==> config.mk <==
export PLATFORM = sky130hd
export DESIGN_NAME = snap_capture
export DESIGN_NICKNAME = d
export VERILOG_FILES = /design/src/rtl/snap_capture.sv
export SDC_FILE = /design/constraint.sdc
export NUM_CORES = 2
export LEC_CHECK = 0
export ABC_AREA = 1
export ABC_CLOCK_PERIOD_IN_PS = 20100
export CAP_MARGIN = 30
export CELL_PAD_IN_SITES_DETAIL_PLACEMENT = 1
export CELL_PAD_IN_SITES_GLOBAL_PLACEMENT = 2
export CORE_MARGIN = 1.5
export CORE_UTILIZATION = 44
export DETAILED_ROUTE_END_ITERATION = 10
export PLACE_DENSITY = 0.77
export SKIP_LAST_GASP = 1
export SLEW_MARGIN = 10
export SYNTH_ARGS = -nofsm -noshare
export SYNTH_HDL_FRONTEND = slang
export SYNTH_SLANG_ARGS = --single-unit
==> constraint.sdc <==
create_clock -name clk -period 20.1 [get_ports clk]
set_clock_uncertainty 0.2 [all_clocks]
set_input_delay 3.015 -clock clk [delete_from_list [all_inputs] [get_ports clk]]
set_output_delay 3.015 -clock clk [all_outputs]
set_load 0.05 [all_outputs]
==> src/rtl/snap_capture.sv <==
// snap_capture: divided-rate sampler that packs channel samples into words
// and stores them in a one-shot or circular RAM with optional pattern trigger.
module snap_capture #(
  parameter int CH     = 1,
  parameter int WORD_W = 16,
  parameter int DEPTH  = 256,
  parameter int ADDR_W = 8,
  parameter int DIV_W  = 8
) (
  input  logic              clk,
  input  logic              reset_n,
  input  logic [CH-1:0]     din,
  input  logic [DIV_W-1:0]  div,
  input  logic              mode,
  input  logic              trig_en,
  input  logic [CH-1:0]     trig_mask,
  input  logic [CH-1:0]     trig_val,
  input  logic              arm,
  input  logic              stop,
  input  logic              rd_req,
  output logic [WORD_W-1:0] rd_data,
  output logic              rd_valid,
  output logic              busy,
  output logic              done,
  output logic              wrapped,
  output logic [ADDR_W:0]   word_count
);

  localparam int SPW  = WORD_W / CH;
  localparam int PK_W = (SPW > 1) ? $clog2(SPW) : 1;
  localparam logic [PK_W-1:0]   PK_LAST  = PK_W'(SPW - 1);
  localparam logic [ADDR_W:0]   CNT_FULL = (ADDR_W+1)'(DEPTH);
  localparam logic [ADDR_W-1:0] PTR_LAST = {ADDR_W{1'b1}};

  typedef enum logic [1:0] {
    S_IDLE,
    S_WAIT,
    S_CAP,
    S_DONE
  } state_t;

  state_t              st_q, st_d;
  logic [DIV_W-1:0]    div_q, div_d;
  logic [DIV_W-1:0]    cnt_q, cnt_d;
  logic [WORD_W-1:0]   word_q, word_d;
  logic [PK_W-1:0]     pk_q, pk_d;
  logic [ADDR_W-1:0]   wr_ptr_q, wr_ptr_d;
  logic [ADDR_W-1:0]   rd_ptr_q, rd_ptr_d;
  logic [ADDR_W:0]     wc_q, wc_d;
  logic                wrap_q, wrap_d;
  logic [WORD_W-1:0]   rd_data_q;
  logic                rd_valid_q;
  logic                we;
  logic                rd_en;
  logic                tick;
  logic                match;
  logic [WORD_W+CH-1:0] shifted;
  logic [WORD_W-1:0]   mem_q [DEPTH];

  assign tick    = (cnt_q == div_q);
  assign match   = ((din ^ trig_val) & trig_mask) == '0;
  assign shifted = {din, word_q};

  // Next-state: capture sequencing, packing, pointers and readout
  always_comb begin
    st_d     = st_q;
    div_d    = div_q;
    cnt_d    = cnt_q;
    word_d   = word_q;
    pk_d     = pk_q;
    wr_ptr_d = wr_ptr_q;
    rd_ptr_d = rd_ptr_q;
    wc_d     = wc_q;
    wrap_d   = wrap_q;
    we       = 1'b0;
    rd_en    = 1'b0;
    unique case (st_q)
      S_IDLE, S_DONE: begin
        rd_en = rd_req;
        if (rd_req) rd_ptr_d = rd_ptr_q + ADDR_W'(1);
        if (arm && !stop) begin
          st_d     = trig_en ? S_WAIT : S_CAP;
          div_d    = div;
          cnt_d    = '0;
          pk_d     = '0;
          wr_ptr_d = '0;
          rd_ptr_d = '0;
          wc_d     = '0;
          wrap_d   = 1'b0;
        end
      end
      S_WAIT, S_CAP: begin
        cnt_d = tick ? '0 : cnt_q + DIV_W'(1);
        if (stop) begin
          st_d     = S_DONE;
          rd_ptr_d = wrap_q ? wr_ptr_q : '0;
        end else if (tick && (st_q == S_CAP || match)) begin
          st_d   = S_CAP;
          word_d = shifted[WORD_W+CH-1:CH];
          if (pk_q == PK_LAST) begin
            pk_d     = '0;
            we       = 1'b1;
            wr_ptr_d = wr_ptr_q + ADDR_W'(1);
            if (wc_q != CNT_FULL) wc_d = wc_q + (ADDR_W+1)'(1);
            if (wr_ptr_q == PTR_LAST) begin
              if (mode) begin
                wrap_d = 1'b1;
              end else begin
                st_d     = S_DONE;
                rd_ptr_d = '0;
              end
            end
          end else begin
            pk_d = pk_q + PK_W'(1);
          end
        end
      end
      default: st_d = S_IDLE;
    endcase
  end

  // State and datapath registers
  always_ff @(posedge clk or negedge reset_n) begin
    if (!reset_n) begin
      st_q       <= S_IDLE;
      div_q      <= '0;
      cnt_q      <= '0;
      word_q     <= '0;
      pk_q       <= '0;
      wr_ptr_q   <= '0;
      rd_ptr_q   <= '0;
      wc_q       <= '0;
      wrap_q     <= 1'b0;
      rd_data_q  <= '0;
      rd_valid_q <= 1'b0;
    end else begin
      st_q       <= st_d;
      div_q      <= div_d;
      cnt_q      <= cnt_d;
      word_q     <= word_d;
      pk_q       <= pk_d;
      wr_ptr_q   <= wr_ptr_d;
      rd_ptr_q   <= rd_ptr_d;
      wc_q       <= wc_d;
      wrap_q     <= wrap_d;
      rd_valid_q <= rd_en;
      if (rd_en) rd_data_q <= mem_q[rd_ptr_q];
    end
  end

  // Capture RAM write port; contents survive reset
  always_ff @(posedge clk) begin
    if (we) mem_q[wr_ptr_q] <= word_d;
  end

  assign rd_data    = rd_data_q;
  assign rd_valid   = rd_valid_q;
  assign busy       = (st_q == S_WAIT) || (st_q == S_CAP);
  assign done       = (st_q == S_DONE);
  assign wrapped    = wrap_q;
  assign word_count = wc_q;

endmodule

==> metrics <==
status completed; worst slew pin tran between 1 and 1.5 ns; achievable frequency roughly 0.14 GHz; post-CTS setup buffers 0; Clk pin slew, worst setup/hold paths approximately 0.060 ns; vias per cell ~5.7; leakage 68.8 nW; Total Wirelength 545 mm; Vias between 100k and 150k; post-synthesis cell type count 40; non-filler instance count after layout between 20k and 25k; clk_lat worst skew 0.99 ns; port bufs 46; Synth Flop Type edfxtp_1; YS warnings 0; initial antenna violation count 19; Seq/Total Area, Yosys between 70% and 80%; GR peak layer met2; Slew HR 14.0%; Avg Cell Area, Syn approximately 12 um2; critical-path cell list inv_1, ha_1, clkinv_1, clkdlybuf4s50_1; critical path class reg2out; dpl hpwl just over 300 mm; RSZ-0062 raised after global routing no; clock sinks 4177; H-Tree Depth 5; M3 GR Usage roughly 3.4%; Worst setup EP type output pin; pin count of the biggest net entering global routing 185; Max Buffers Root-to-Sink 4; r2r setup slk 13.63 ns; drt drc 0; Tcrit/Tclk final around a third; peak per-stage delay on the critical path around 0.95 ns; M1 GR Usage between 30 and 40%; Iter 0 DRT Violations between 10k and 15k; syn_nets 14.7k; maximum VDD drop 0.115 mV; Max Cap Viol 0; die span in y approximately 630 um; CTS Root Cell clkbuf_16; CTS buffer count approximately 440; top cells by area, synth edfxtp_1, nand2_1, nand3_1, nor2_1, dfrtp_1; Final setup viols 0; Slowest cell on crit path clkdlybuf4s50_1; Post-CTS Hold Buffers 0; grt ovf 0; crit path from st_q[0]; io pins between 40 and 50; full die area 392000 um2; Final min period about 7 ns; setup_tns 0 ns; cell count after synthesis around 15k; Post-synth EDFFs approximately 4.1k; final net count about 15k; largest delay contributor family on the critical path buffers and inverters; Buffers & Inverters on Critical Path 3; post-synthesis async set-or-reset flop share 1.94%; first-pass iteration count of the detailed router 6; mapped cell area between 150000 and 200000 um2; largest area contributor in the netlist edfxtp_1; Final Core Density 49.8%; CTS tree built; first-pass GRT wire length roughly 800 mm; most common cell after layout, fill and taps aside nand2_1; Worst Path Max Fanout 17; RePlAce Congestion ~0.87; Hold Path Origin rd_data[14]; gr usage total ~27%; Min-Delay Path Class reg2reg; Worst EP arrival approximately 3.9 ns; layout cells sized above 1 approximately 8.3%; Placement Setup Slack roughly 12 ns; Synth-to-Final Area Change 12.6%; Post-DRT Antenna Nets 0; Die Wd ~630 um; # rows 228; Initial Util between 40% and 50%; dpl cells between 15k and 20k; CP Launch Type flop; met2 usage a little under half; Slew Limit Fails 0; Final Hold Viols 0; final worst slack approximately 13 ns; Critical R2R Launch rd_ptr_q[0]; core area just under 400000 um2; Synth Register Bits approximately 4.2k; share of the synthesized area in the top cell type 72.1%; P per Cell Area roughly 140 nW/um2; most frequent cells in the layout nand2_1, edfxtp_1, nand3_1; WL per Instance around 27 um; Resized cells post-CTS 0; vias in the first global route between 100k and 150k; CP required about 17 ns
layout make-up:
class                           instances  area, um2
Antenna cell                            8       20.0
Multi-Input combinational cell       9101      40100
Timing Repair Buffer                  504       4520
Inverter                              445       1720
Fill cell                           39808     194000
Clock buffer                          542      11700
Sequential cell                      4177     125000
Tap cell                             5175       6470
Clock inverter                        271       2580
kinds of logic after synthesis:
group | count (synthesis) | synth area share (%)
buffers and inverters | 1394 | 3.41
adder cells (fa/ha/maj) | 11 | 0.0806
AND/OR/NAND/NOR | 8671 | 21.7
XOR/XNOR | 20 | 0.103
AO/OA/AOI/OAI | 399 | 1.45
flip-flops | 4177 | 73.3
power by group:
part / switching, mW / internal, mW / total (mW)
sequential: 0.102 / 10.7 / 10.8
combinational: 5.63 / 1.47 / 7.10
clock: 3.41 / 4.71 / 8.12
total: 9.14 / 16.9 / 26.0
per-stage QoR:
stage | area [um2] | power, mW | hold slack [ns]
3_5_place_dp | 178000 | 18.0 | 0.274
4_1_cts | 192000 | 26.1 | 0.290
2_1_floorplan | 171000 | 15.6 | 0.263
6_report | 192000 | 26.0 | 0.287
5_1_grt | 192000 | 26.9 | 0.308
3_3_place_gp | 177000 | 17.8 | 0.267
layer usage:
metal,wire length [um],part of all wire (%),vias to the layer above
met5,67,0.012,-
met4,24400,4.5,8
met3,31500,5.8,896
met2,264000,48,3420
met1,225000,41,59207
li1,-,-,51271
cells in the mapped netlist (2+ instances only):
| master | count |
|---|---|
| o211ai_1 | 175 |
| o22ai_1 | 8 |
| buf_6 | 4 |
| nand4_1 | 11 |
| nor2_1 | 557 |
| inv_2 | 6 |
| nand4_2 | 2 |
| o21ai_1 | 2 |
| nor3_4 | 3 |
| buf_2 | 229 |
| buf_4 | 71 |
| ha_1 | 11 |
| o31ai_1 | 2 |
| o21ai_0 | 201 |
| inv_1 | 431 |
| edfxtp_1 | 4096 |
| clkbuf_1 | 528 |
| nor3_1 | 11 |
| a21oi_1 | 6 |
| clkinv_1 | 7 |
| buf_1 | 117 |
| nand3_1 | 3288 |
| xnor2_1 | 8 |
| or2_2 | 81 |
| xor2_1 | 12 |
| dfrtp_1 | 81 |
| nand2_2 | 8 |
| nand2_1 | 4704 |
tightest hold or removal path: cells and delay by family (launching register included):
kind	cells	cell delay, ns
simple gates	2	0.11
flops	1	0.34
flip-flops by register name (all words and copies together) (netlist names):
signal and count:
mem_q 4096, rd_data 16, word_q 16, word_count 9
cnt_q 8, div_q 8, rd_ptr_q 8, wr_ptr_q 8
pk_q 4, st_q 2, rd_valid 1, wrapped 1
worst paths after layout:
kind                                  to  cells past startpoint
setup / recovery                    busy                      4
hold / removal               rd_data[14]                      2
setup reg to reg             rd_data[15]                     17
hold reg to reg              rd_data[14]                      2
max in group asynchronous  word_count[5]                      2
min in group asynchronous     rd_data[6]                      1
Power figures use the tool's default switching activity.
